==> src/rtl/alu_wb_queue.sv <==
`default_nettype none
// ============================================================================
// Module      : alu_wb_queue
// Description : In-order writeback FIFO between the ALU and the register-file
//               write port; retires NZCV into the architectural flag register.
// Revision    : 1.0 - initial release
// ============================================================================
module alu_wb_queue #(
    parameter int DATA_W = 32,
    parameter int REG_W  = 4,
    parameter int DEPTH  = 4
) (
    input  logic                      clk,
    input  logic                      rst,
    input  logic                      in_valid,
    output logic                      in_ready,
    input  logic [REG_W-1:0]          in_rd,
    input  logic [DATA_W-1:0]         in_result,
    input  logic [3:0]                in_flags,
    input  logic                      in_flag_we,
    output logic                      out_valid,
    input  logic                      out_ready,
    output logic [REG_W-1:0]          out_rd,
    output logic [DATA_W-1:0]         out_result,
    output logic [3:0]                out_flags,
    output logic [3:0]                flags_q,
    output logic [$clog2(DEPTH):0]    count
);

    localparam int PTR_W = $clog2(DEPTH);
    localparam int CNT_W = PTR_W + 1;
    localparam logic [CNT_W-1:0] C_FULL = CNT_W'(DEPTH);

    logic [REG_W-1:0]  rd_mem_q  [DEPTH];
    logic [DATA_W-1:0] res_mem_q [DEPTH];
    logic [3:0]        flg_mem_q [DEPTH];
    logic              fwe_mem_q [DEPTH];

    logic [PTR_W-1:0]  wr_ptr_q, wr_ptr_d;
    logic [PTR_W-1:0]  rd_ptr_q, rd_ptr_d;
    logic [CNT_W-1:0]  count_q, count_d;
    logic [3:0]        flags_d;
    logic              w_push;
    logic              w_pop;

    // in_ready depends only on occupancy, so a pop while full cannot admit a push
    assign in_ready  = (count_q != C_FULL);
    assign out_valid = (count_q != '0);
    assign w_push    = in_valid & in_ready;
    assign w_pop     = out_valid & out_ready;
    assign count     = count_q;

    always_comb begin
        wr_ptr_d = wr_ptr_q;
        rd_ptr_d = rd_ptr_q;
        count_d  = count_q;
        flags_d  = flags_q;
        if (w_push) begin
            wr_ptr_d = wr_ptr_q + 1'b1;
        end
        if (w_pop) begin
            rd_ptr_d = rd_ptr_q + 1'b1;
            if (fwe_mem_q[rd_ptr_q]) begin
                flags_d = flg_mem_q[rd_ptr_q];
            end
        end
        if (w_push && !w_pop) begin
            count_d = count_q + 1'b1;
        end else if (w_pop && !w_push) begin
            count_d = count_q - 1'b1;
        end
    end

    always_ff @(posedge clk or negedge rst) begin
        if (!rst) begin
            wr_ptr_q <= '0;
            rd_ptr_q <= '0;
            count_q  <= '0;
            flags_q  <= 4'b0000;
        end else begin
            wr_ptr_q <= wr_ptr_d;
            rd_ptr_q <= rd_ptr_d;
            count_q  <= count_d;
            flags_q  <= flags_d;
        end
    end

    // Entry storage is deliberately left unreset; occupancy gates every read.
    always_ff @(posedge clk) begin
        if (w_push) begin
            rd_mem_q[wr_ptr_q]  <= in_rd;
            res_mem_q[wr_ptr_q] <= in_result;
            flg_mem_q[wr_ptr_q] <= in_flags;
            fwe_mem_q[wr_ptr_q] <= in_flag_we;
        end
    end

    always_comb begin
        out_rd     = '0;
        out_result = '0;
        out_flags  = 4'b0000;
        if (out_valid) begin
            out_rd     = rd_mem_q[rd_ptr_q];
            out_result = res_mem_q[rd_ptr_q];
            out_flags  = flg_mem_q[rd_ptr_q];
        end
    end

endmodule
`default_nettype wire
==> config.mk <==
export PLATFORM = sky130hd
export DESIGN_NAME = alu_wb_queue
export DESIGN_NICKNAME = d
export VERILOG_FILES = /design/src/rtl/alu_wb_queue.sv
export SDC_FILE = /design/constraint.sdc
export NUM_CORES = 1
export LEC_CHECK = 0
export BUFFER_PORTS_ARGS = -buffer_cell sky130_fd_sc_hd__clkbuf_2
export CAP_MARGIN = 20
export CORE_MARGIN = 2
export CORE_UTILIZATION = 35
export CTS_CLUSTER_SIZE = 20
export DETAILED_ROUTE_END_ITERATION = 8
export GPL_TIMING_DRIVEN = 0
export PLACE_DENSITY = 0.55
export SETUP_SLACK_MARGIN = 0.1
export SYNTH_ARGS = -nofsm -noshare
export SYNTH_HDL_FRONTEND = slang
export SYNTH_SLANG_ARGS = --single-unit
==> constraint.sdc <==
create_clock -name clk -period 4.4 [get_ports clk]
set_clock_uncertainty 0.05 [all_clocks]
set_input_delay 0.44 -clock clk [delete_from_list [all_inputs] [get_ports clk]]
set_output_delay 0.44 -clock clk [all_outputs]
set_load 0.1 [all_outputs]
==> qor.yml, run 1 <==
run_status:
  outcome: "finished, final reports clean"
yosys:
  synth_area_leader_cell: "edfxtp_1"
  synth_top_area_frac: 0.727
  syn_area_per_cell_sq_um: 22.3
  synth.most_common_cell: "edfxtp_1"
  synth_nets: 355
  yosys_warnings: 0
  synth-edff-count: 164
  yosys-top-cells-area: "edfxtp_1 73%, mux4_2 12%, and2_1 4.1%, dfrtp_1 4.1%, mux4_1 2.3%"
  synthFlopType: "edfxtp_1"
  ys_ff_latch: 175
  syn_inst: 304
  synthArstFlopShare: 0.0629
  syn-cell-area_sq_mm: 0.00677
  yosysSeqAreaShare: 0.768
  yosysUniqueCellTypes: 22
  synth_common_cells: "164 x edfxtp_1, 44 x and2_1, 35 x mux4_2, 11 x dfrtp_1, 7 x clkbuf_1"
clock_tree:
  cts_buffer_depth: 2
  cts.sink_count: 175
  cts_tree: "built"
  post-cts-setup-buffer-count: 0
  cts_resized: 0
  clkLatencyLatePin_ps: 420
  path_clk_slew_ps: 60
  htreeDepth: 4
  root_buffer: "clkbuf_16"
  cts_buffers: 17
sta:
  period_share: 0.694
  worstMarginPinSlew_ps: 782
  min_period_ps: 3050
  fin_tns_setup_ps: 0
  rsz0062_at_grt: "false"
  fmax_mhz: 327
  slew-limit-headroom: 0.479
  drv_slew: 0
  setup-violations-final: 0
  final_hold_viol_count: 0
route:
  avgRoutedWirePerCell_um: 18.3
  routedLengthMet1_um: 5580
  drtAntennaViolNets: 0
  top_layer: "met4"
  drt_wl_total_um: 12700
  routed-wl-met3_um: 591
  drc_errors: 0
  first_pass_iters: 4
  drt-initial-drc-count: 168
  via_per_inst: 4.64
  vias: 3220
  route.met2.wl_um: 6400
global_routing:
  antenna_found_initial: 0
  track_usage: 0.134
  grt_pass1_vias: 3396
  grt_pass1_wl_um: 19500
  overflow: 0
  grt_max_degree: 25
worst_setup_path:
  crit_start: "count[0]"
  worstPathMaxFanout: 10
  crit_end: "out_result[6]"
  rr_endpoint: "count[2]"
  cp.depth: 5
  cp_num_buf_inv: 3
  reg2reg_depth: 9
  critPathArrivalTime_ps: 2560
  worstPathRequired_ps: 3910
  crit_top_cell: "clkbuf_1"
  max_stage_delay_ps: 470
  crit_path_start_kind: "flop"
  cp_top_family: "buffers and inverters"
  r2r_start: "count[1]"
  crit_slowest_cell: "clkbuf_2"
  r2r_slack_ps: 1950
  endpoint_kind: "output port"
  worstSetupPathType: "flop to output port"
  worstPathCellList: "or3_1 > clkbuf_1 > clkbuf_1 > and2_1 > clkbuf_2"
final_layout:
  n_antenna_cell: 0
  fillers: 1673
  multi_input_area_sq_mm: 0.00147
  nNetsFinal: 472
  drive_gt1_frac: 0.417
  area_delta_synth_final_pct: 22.4
  regArea_sq_mm: 0.00520
die:
  die_w_um: 143
  initial_core_util: 0.360
  dieArea_sq_mm: 0.0205
  ios: 94
  rows: 50
  dieHeight_um: 143
  core_area_sq_mm: 0.0188
worst_hold_path:
  hold_class: "input port to flop"
  holdPathStages: 1
placed_design:
  dp_hpwl_um: 7980
  io_buffers: 93
  gp_congestion: 0.643
job:
  cap_viol_max_count: 0
[logic make-up after synthesis]
| group | after synthesis | share of synthesized area |
|---|---|---|
| flip-flops | 175 | 0.768 |
| AND/OR/NAND/NOR | 51 | 0.0460 |
| multiplexers | 47 | 0.150 |
| buffers and inverters | 18 | 0.0157 |
| XOR/XNOR | 6 | 0.00776 |
| adder cells (fa/ha/maj) | 6 | 0.0122 |
| AO/OA/AOI/OAI | 1 | 0.00111 |
[final cells by class]
cell class	instances	area share
multi-input cells	111	0.178
inverters	3	0.00136
flip-flops and latches	175	0.627
plain buffers	15	0.0115
clock inverters	15	0.0249
repair buffers	98	0.0670
clock buffers	17	0.0513
well taps	260	0.0392
[placed cells by master (no fill, tap or decap)]
cell type	Yosys	routed
dlygate4sd3_1	0	1
ha_1	5	5
nand2_1	2	2
mux4_2	35	35
and2_1	44	40
clkinv_4	0	1
dfrtp_1	11	11
inv_8	0	2
inv_1	3	3
inv_6	0	4
nor2_1	2	2
clkbuf_2	0	93
mux2_2	6	6
and2_2	0	4
edfxtp_1	164	164
nand3_2	1	1
clkbuf_16	0	17
a21boi_1	1	1
buf_4	3	3
or3_1	1	1
xor2_1	2	2
clkinv_2	0	1
clkinv_1	0	2
buf_12	1	5
fa_1	1	1
buf_6	1	1
bufinv_16	0	4
buf_2	3	3
clkbuf_1	7	7
xnor2_1	4	4
mux4_1	6	6
clkinvlp_4	0	1
nand3_1	1	1
[metrics by stage]
| step | setup slack (ps) | util | hold WS [ps] | area [sq um] | instances |
|---|---|---|---|---|---|
| floorplan | 623 | - | 94.4 | 6770 | 304 |
| global placement | 994 | 0.402 | 277 | 7560 | 657 |
| detailed placement | 1710 | 0.406 | 289 | 7650 | 661 |
| CTS | 1240 | 0.440 | 164 | 8290 | 694 |
| global route | 1120 | 0.440 | 162 | 8290 | 694 |
| finish | 1350 | 0.440 | 187 | 8290 | 694 |
[metal layers]
layer,vias up,GRT usage
met3,12,0.0429
met4,0,0.0375
met5,-,0
li1,1463,-
met1,1669,0.173
met2,76,0.218
[worst min path at each step]
stage / endpoint / from / slack [ps]
6_report: res_mem_q[3][17] / in_result[17] / 190
5_1_grt: res_mem_q[2][12] / in_result[12] / 160
2_1_floorplan: count[0] / rst / 90
4_1_cts: res_mem_q[2][9] / in_result[9] / 160
3_5_place_dp: flags_q[2] / rst / 290
3_3_place_gp: flags_q[2] / rst / 280
[registers in the layout (all words and copies together), names as in the netlist]
name,cells
wr_ptr_q,2
fwe_mem_q,4
count,3
flags_q,4
rd_ptr_q,2
res_mem_q,128
rd_mem_q,16
flg_mem_q,16
[timing repair]
item                                   CTS  global route
setup endpoints to repair                0             0
hold buffers                             1             0
endpoints found under the hold margin   11             0
Power of run 1 is left out: the tool's default activity adds up to more than one toggle a clock period on the data nets, which glitch-free logic cannot reach.
==> inputs of run 2 (changes only) <==
--- a/config.mk
+++ b/config.mk
@@ -12,7 +12,7 @@
 export CTS_CLUSTER_SIZE = 20
 export DETAILED_ROUTE_END_ITERATION = 8
 export GPL_TIMING_DRIVEN = 0
-export PLACE_DENSITY = 0.55
+export PLACE_DENSITY = 0.57
 export SETUP_SLACK_MARGIN = 0.1
 export SYNTH_ARGS = -nofsm -noshare
 export SYNTH_HDL_FRONTEND = slang
==> constraint.sdc (replaced) <==
create_clock -name clk -period 2.55 [get_ports clk]
set_clock_uncertainty 0.05 [all_clocks]
set_input_delay 0.255 -clock clk [delete_from_list [all_inputs] [get_ports clk]]
set_output_delay 0.255 -clock clk [all_outputs]
set_load 0.1 [all_outputs]
==> run 2 against run 1 <==
Utilization rose by 4.2 points; clock-buffer cell count rose by 2; critical path depth did not move; design area rose by 9.5%; cell count rose by 6.3%; register-to-register slack got worse by 1700 ps; global-route usage rose by 0.45 points; hold slack got worse by 96 ps; first-iteration DRC count fell by 21%.
==> qor.yml, run 2 (synthesized netlist as in run 1, its figures left out) <==
run_status:
  outcome: "finished, final reports clean"
sta:
  drv_slew: 0
  setup-violations-final: 0
  min_period_ps: 2340
  rsz0062_at_grt: "true"
  slew-limit-headroom: 0.582
  period_share: 0.919
  fmax_mhz: 427
  final_hold_viol_count: 0
  worstMarginPinSlew_ps: 626
  holdWs_ps: 91.6
clock_tree:
  cts_tree: "built"
  htreeDepth: 4
  root_buffer: "clkbuf_16"
  path_clk_slew_ps: 60
  cts_buffer_depth: 2
  clkLatencyLatePin_ps: 420
  cts_buffers: 17
  cts.sink_count: 175
placed_design:
  post-place-cells: 661
  io_buffers: 93
  gp_congestion: 0.639
  dp_hpwl_um: 7960
global_routing:
  grt_use_met2: 0.221
  track_usage: 0.138
  grt_util_met1: 0.179
  overflow: 0
  grt_busiest_layer: "met2"
  antenna_found_initial: 0
  use_met3: 0.0426
  grt_pass1_wl_um: 20200
  grt_max_degree: 28
  grt_pass1_vias: 3623
worst_setup_path:
  r2r_slack_ps: 270
  cp_num_buf_inv: 3
  critPathArrivalTime_ps: 2040
  crit_path_start_kind: "flop"
  max_stage_delay_ps: 530
  endpoint_kind: "output port"
  worstPathMaxFanout: 10
  crit_slowest_cell: "mux4_1"
  worstSetupPathType: "flop to output port"
  cp_top_family: "multiplexers"
  worstPathCellList: "buf_8 > buf_12 > mux4_1 > and2_1 > clkbuf_8"
  worstPathRequired_ps: 2250
final_layout:
  fillers: 1597
  layout_commonest_cell: "edfxtp_1"
  largest_register_ffs: 128
  nNetsFinal: 515
  top_regs: "res_mem_q: 128 flops, flg_mem_q: 16 flops, rd_mem_q: 16 flops"
  layout_common_cells: "164 x edfxtp_1, 55 x clkbuf_2, 42 x dlygate4sd3_1"
  top_register: "res_mem_q"
  fin_util: 0.482
  drive_gt1_frac: 0.421
  stdcell_count: 738
  area_delta_synth_final_pct: 34.0
route:
  drt-initial-drc-count: 133
  drt_wl_total_um: 13000
  first_pass_iters: 5
  vias: 3382
  drc_errors: 0
  drtAntennaViolNets: 0
  via_per_inst: 4.58
  avgRoutedWirePerCell_um: 17.7
die:
  ios: 94
  core_area_sq_mm: 0.0188
  initial_core_util: 0.360
  die_w_um: 143
  dieArea_sq_mm: 0.0205
  dieHeight_um: 143
  rows: 50
worst_hold_path:
  hold_class: "input port to flop"
job:
  cap_viol_max_count: 0
-- run 2: worst reg2reg max path, stage by stage (launching register included) --
cell and delay (ps):
dfrtp_2 440, or3_1 370, clkbuf_4 200, nand2_2 100, ha_1 180, inv_1 60, fa_1 370, xor2_1 170
nor2_1 110, xor2_1 150
-- run 2: final timing paths --
| check | from | to | cells past startpoint |
|---|---|---|---|
| max | rd_ptr_q[0] | out_result[1] | 5 |
| min | out_ready | rd_ptr_q[0] | 3 |
| max reg2reg | count[1] | count[2] | 9 |
| min reg2reg | flags_q[0] | flags_q[0] | 1 |
| max in group asynchronous | rst | count[1] | 2 |
| min in group asynchronous | rst | flags_q[3] | 2 |
-- run 2: timing repair --
item | 4_1_cts | 5_1_grt
gates resized for setup | 90 | 21
pin swaps | 0 | 0
setup endpoints to repair | 41 | 63
endpoints found under the hold margin | 175 | 0
buffers inserted | 0 | 2
hold buffers | 42 | 0
-- run 2: layout make-up --
type / instances / area (sq um) / area share
Antenna cell: 1 / 2.50 / 0.000276
Tap cell: 260 / 325 / 0.0358
Clock buffer: 19 / 433 / 0.0477
Timing Repair Buffer: 141 / 1320 / 0.146
Multi-Input combinational cell: 111 / 1490 / 0.164
Inverter: 3 / 11.3 / 0.00124
Clock inverter: 13 / 139 / 0.0153
Sequential cell: 175 / 5200 / 0.573
Buffer: 15 / 153 / 0.0168
-- run 2: routing by layer --
layer / up-vias / part of all wire
met1: 1736 / 0.46
li1: 1547 / -
met2: 90 / 0.49
met3: 9 / 0.041
met5: - / 0
met4: 0 / 0.010
-- run 2: per-stage QoR --
stage          TNS [ps]  setup slack (ps)  cell area (sq um)
2_1_floorplan     -10.1             -1.13               6800
3_3_place_gp          0              7.58               7590
3_5_place_dp          0               124               7670
4_1_cts               0              61.2               9020
5_1_grt               0              79.6               9070
6_report              0               208               9080
Power of run 2 is left out for the same reason.
